==> src/rtl/sd_cmd_pkg.sv <==
// Shared constants and types for the SD command path (frame build and response receive).
package sd_cmd_pkg;

  typedef enum logic [1:0] {
    ST_IDLE = 2'd0,
    ST_CRC  = 2'd1,
    ST_SEND = 2'd2
  } cmd_state_e;

  localparam logic [6:0] CRC7_POLY = 7'h09;
  localparam int         FRAME_LEN = 48;
  localparam int         HDR_LEN   = 40;
  localparam int         BYTE_CNT  = 6;
  localparam logic       START_BIT = 1'b0;
  localparam logic       TX_BIT    = 1'b1;
  localparam logic       END_BIT   = 1'b1;

  // Byte k of a frame, k=0 being the most significant byte on the wire.
  function automatic logic [7:0] frame_byte(input logic [FRAME_LEN-1:0] f, input logic [2:0] k);
    logic [7:0] b;
    case (k)
      3'd0:    b = f[47:40];
      3'd1:    b = f[39:32];
      3'd2:    b = f[31:24];
      3'd3:    b = f[23:16];
      3'd4:    b = f[15:8];
      3'd5:    b = f[7:0];
      default: b = 8'h00;
    endcase
    return b;
  endfunction

endpackage

==> src/rtl/crc7_serial.sv <==
// Bit-serial CRC7 (x^7+x^3+1), MSB first, seed 0. Caller gates clear/shift_en with its enable.
module crc7_serial
  import sd_cmd_pkg::*;
(
  input  logic       sd_clock,
  input  logic       reset,
  input  logic       clear,
  input  logic       shift_en,
  input  logic       data_in,
  output logic [6:0] crc
);

  logic [6:0] r_crc;
  logic       w_fb;

  assign w_fb = data_in ^ r_crc[6];
  assign crc  = r_crc;

  always_ff @(posedge sd_clock or posedge reset) begin
    if (reset)         r_crc <= '0;
    else if (clear)    r_crc <= '0;
    else if (shift_en) r_crc <= {r_crc[5:0], 1'b0} ^ (w_fb ? CRC7_POLY : 7'h00);
  end

endmodule

==> src/rtl/cmd_frame_builder.sv <==
// Builds the 48-bit SD command frame (start, tx, index, arg, CRC7, end) and hands it
// byte by byte to the parallel-to-serial stage over a valid/ready handshake.
module cmd_frame_builder
  import sd_cmd_pkg::*;
#(
  parameter int n = 8
) (
  input  logic         sd_clock,
  input  logic         reset,
  input  logic         enable,
  input  logic         cmd_valid,
  input  logic [5:0]   cmd_index,
  input  logic [31:0]  cmd_arg,
  output logic         cmd_ready,
  output logic [n-1:0] parallel,
  output logic         byte_valid,
  input  logic         byte_ready,
  output logic         busy,
  output logic         done
);

  cmd_state_e           r_state, w_state_nxt;
  logic [HDR_LEN-1:0]   r_hdr;
  logic [5:0]           r_bit_cnt;
  logic [2:0]           r_byte_cnt;
  logic [n-1:0]         r_parallel;
  logic                 r_byte_valid;
  logic                 r_done;
  logic [6:0]           w_crc;
  logic [FRAME_LEN-1:0] w_frame;
  logic [5:0]           w_bit_idx;
  logic                 w_accept, w_shift, w_crc_done, w_xfer, w_last;

  assign cmd_ready  = (r_state == ST_IDLE) && enable;
  assign busy       = (r_state != ST_IDLE);
  assign parallel   = r_parallel;
  assign byte_valid = r_byte_valid;
  assign done       = r_done;

  assign w_accept   = cmd_ready && cmd_valid;
  assign w_shift    = enable && (r_state == ST_CRC) && (r_bit_cnt != 6'(HDR_LEN));
  assign w_crc_done = enable && (r_state == ST_CRC) && (r_bit_cnt == 6'(HDR_LEN));
  assign w_xfer     = enable && (r_state == ST_SEND) && byte_ready;
  assign w_last     = (r_byte_cnt == 3'(BYTE_CNT - 1));
  assign w_bit_idx  = 6'(HDR_LEN - 1) - r_bit_cnt;
  assign w_frame    = {r_hdr, w_crc, END_BIT};

  crc7_serial u_crc (
    .sd_clock (sd_clock),
    .reset    (reset),
    .clear    (w_accept),
    .shift_en (w_shift),
    .data_in  (r_hdr[w_bit_idx]),
    .crc      (w_crc)
  );

  always_ff @(posedge sd_clock or posedge reset) begin
    if (reset) r_state <= ST_IDLE;
    else       r_state <= w_state_nxt;
  end

  always_comb begin
    w_state_nxt = r_state;
    case (r_state)
      ST_IDLE: if (w_accept)          w_state_nxt = ST_CRC;
      ST_CRC:  if (w_crc_done)        w_state_nxt = ST_SEND;
      ST_SEND: if (w_xfer && w_last)  w_state_nxt = ST_IDLE;
      default:                        w_state_nxt = ST_IDLE;
    endcase
  end

  // The bit counter runs 0..39 while shifting and parks at 40 for the one cycle
  // that loads byte 0, which is what makes first byte_valid land 41 cycles out.
  always_ff @(posedge sd_clock or posedge reset) begin
    if (reset) begin
      r_hdr        <= '0;
      r_bit_cnt    <= '0;
      r_byte_cnt   <= '0;
      r_parallel   <= '0;
      r_byte_valid <= 1'b0;
      r_done       <= 1'b0;
    end else if (enable) begin
      r_done <= 1'b0;
      case (r_state)
        ST_IDLE: if (w_accept) begin
          r_hdr      <= {START_BIT, TX_BIT, cmd_index, cmd_arg};
          r_bit_cnt  <= '0;
          r_byte_cnt <= '0;
        end
        ST_CRC: if (w_shift) begin
          r_bit_cnt <= r_bit_cnt + 6'd1;
        end else begin
          r_byte_cnt   <= '0;
          r_byte_valid <= 1'b1;
          r_parallel   <= n'(frame_byte(w_frame, 3'd0));
        end
        ST_SEND: if (byte_ready) begin
          if (w_last) begin
            r_byte_valid <= 1'b0;
            r_parallel   <= '0;
            r_done       <= 1'b1;
          end else begin
            r_byte_cnt <= r_byte_cnt + 3'd1;
            r_parallel <= n'(frame_byte(w_frame, r_byte_cnt + 3'd1));
          end
        end
        default: ;
      endcase
    end
  end

endmodule

==> config.mk <==
export PLATFORM = sky130hd
export DESIGN_NAME = cmd_frame_builder
export DESIGN_NICKNAME = d
export VERILOG_FILES = /design/src/rtl/sd_cmd_pkg.sv /design/src/rtl/crc7_serial.sv /design/src/rtl/cmd_frame_builder.sv
export SDC_FILE = /design/constraint.sdc
export NUM_CORES = 1
export LEC_CHECK = 0
export ABC_AREA = 1
export BUFFER_PORTS_ARGS = -buffer_cell sky130_fd_sc_hd__buf_2
export CAP_MARGIN = 40
export CORE_ASPECT_RATIO = 0.7
export CORE_MARGIN = 1.5
export CORE_UTILIZATION = 58
export DETAILED_ROUTE_END_ITERATION = 16
export PLACE_DENSITY = 0.8
export SKIP_LAST_GASP = 1
export SYNTH_ARGS = -nofsm -noshare
export SYNTH_HDL_FRONTEND = slang
export SYNTH_HIERARCHICAL = 1
export SYNTH_SLANG_ARGS = --single-unit
==> constraint.sdc <==
create_clock -name sd_clock -period 2.6 [get_ports sd_clock]
set_input_delay 0.52 -clock sd_clock [delete_from_list [all_inputs] [get_ports sd_clock]]
set_output_delay 0.52 -clock sd_clock [all_outputs]
set_load 0.02 [all_outputs]
==> reports/results.ini <==
[synthesis]
synthTopCellsByArea=dfrtp_1 (41%), nand2_1 (15%), inv_1 (6.5%)
avgSynthCellArea_um2=7.39
syn_nets=608
yosysWarnings=6
syn_inst=556
synth_edf_count=0
yosysMostFrequentCell=nand2_1
synth_cell_types=39
synth-main-ff-cell=dfrtp_1
synth_common_cells=nand2_1 (166), inv_1 (71), dfrtp_1 (67)
syn_area_um2=4110
synth.largest_area_cell=dfrtp_1
yosysTopAreaCellShare_pct=40.8
ys_seq_area_share_pct=40.8
synth-async-reset-ratio_pct=100
synth-seq-cells=67

[setup_path]
crit_family=buffers and inverters
startpoint_type=flop
crit_buf_inv=4
required_ns=2.87
arrival_ns=2.39
path_cells=inv_1, ha_1, nand4_2, nand2_4, inv_1, inv_2, nor2_4, inv_2, o22ai_1
slowest_delay_ns=0.62
cp_max_fo=14
critical_path.slowest_cell=dfrtp_1
rrSetupSlack_ns=0.48
path_class=reg2reg
end_kind=flop

[floorplan]
num_rows=25
die_area_um2=7610
ioPinCount=55
dieWidth_um=104
die_y_um=73.4
initial_core_util_pct=60.3
core_um2=6820

[route]
dr.first_iter.drc_count=292
wirelength_um=10500
num_vias=3781
drc=0
routedWlPerCell_um=15.1
vias_per_cell=5.40
ant_nets=0
dr.pass1.iters=7

[place]
post_dp_cell_area_um2=4390
place_congestion=0.966
dp_hpwl_um=7690
portBuffers=54

[cells_and_area]
design_area_um2=4550
finalNetCount=654
syn_to_final_growth_pct=10.7
diodes=0
drive_above_1_share_pct=19.3

[global_route]
grt.overflow.total=0
grt_pass1_wl_um=17200
grtUsageTotal_pct=29.7
grt_pass1_vias=3560
grt_max_degree=61
grt_antenna_before_repair=0

[sta]
fmax_ghz=0.472
rsz0062_at_grt=no
slew_violations=0
setup_violations=0
post-route-period-util_pct=81.5
worst_slew_pin_slew_ns=0.786
slew_headroom_pct=47.6
period_needed_ns=2.12
fin_worst_skew_ns=0.00681
hold_viol=0
tns_ns=0

[clock_network]
cts_buffers=9
htree_levels=3
clock_sinks=67
post_cts_buffers=0
cts_hold_buf=0
cts_tree=yes
clk_latency_ns=0.36
path_clk_slew_ns=0.07
cts_root_buf=clkbuf_8
cts_resized=0
cts_buffer_depth=2

[flow_run]
max_cap_viol_count=0

[status]
outcome=completed

[power]
p_leak_nw=2.33
finalPower_mw=4.93
ir_drop_mv=0.710
powerDensity_nw_per_um2=1080

[hold_path]
hold_path.class=in2async

[registers in the layout, indices dropped and copies added, names as in the netlist]
signal	cells
r_state	2
r_bit_cnt	6
done	1
u_crc/crc	7
parallel	8
r_hdr	39
r_byte_cnt	3
byte_valid	1
[final timing paths]
kind / startpoint / endpoint / cells past startpoint
setup / recovery: r_bit_cnt[1] / u_crc/crc[6] / 9
hold / removal: reset / u_crc/crc[0] / 2
setup reg to reg: r_bit_cnt[1] / u_crc/crc[6] / 9
hold reg to reg: done / done / 2
max in group asynchronous: reset / r_hdr[6] / 3
min in group sd_clock: cmd_arg[9] / r_hdr[9] / 3
[layout by cell type, fill, tap and decap left out, drive strengths merged, types with 3 or more instances in the layout]
cell    count
nand2     174
inv        83
dfrtp      67
buf        58
o21ai      58
nand3      56
nor2       38
nand4      17
clkbuf     12
ha          9
a21oi       9
a21boi      7
o22ai       3
xor2        3
clkinv      3
nor3        3
[cell families (layout without fill, tap and decap cells)]
group | Yosys count | after routing | synth area share [%]
AO/OA/AOI/OAI | 80 | 80 | 11.5
XOR/XNOR | 4 | 4 | 0.852
adder cells (fa/ha/maj) | 9 | 9 | 2.74
buffers and inverters | 106 | 156 | 11.3
flip-flops | 67 | 67 | 40.8
AND/OR/NAND/NOR | 290 | 290 | 32.8
[metrics by stage]
stage	std cells	setup slack, ns	utilization, %	hold WS (ns)
finish	700	0.482	66.7	0.0933
global placement	685	0.643	64.4	0.464
detailed placement	685	0.532	64.4	0.460
global route	700	0.338	66.7	0.106
floorplan	556	0.595	-	0.323
CTS	700	0.527	66.7	0.0889
[cell type report]
cell class              count  area, µm²
well taps                  94        118
fillers                   648       2270
repair buffers             58        313
flip-flops and latches     67       1680
inverters                  83        312
clock buffers              12        145
clock inverters             3       15.0
multi-input cells         383       1970
[layer usage]
metal / vias up / track usage (%) / share of wire [%]
li1: 1849 / - / -
met1: 1773 / 38.3 / 45
met2: 142 / 48.2 / 45
met3: 17 / 9.67 / 8.4
met4: 0 / 9.41 / 1.8
met5: - / 0 / 0
[worst register-to-register path: cells and delay by family, from the launching register on]
kind,cells,cell delay (ns)
AOI/OAI and AO/OA,1,0.11
buffers and inverters,4,0.67
DFF,1,0.62
and+or+nand+nor,3,0.37
adders and majority gates,1,0.27
[power breakdown]
group	switching (mW)	internal (mW)	leakage, nW	total, mW
sequential	0.336	1.47	0.837	1.81
clock	0.386	0.362	0.0860	0.748
combinational	1.60	0.781	1.41	2.38
Power figures use the tool's default switching activity.
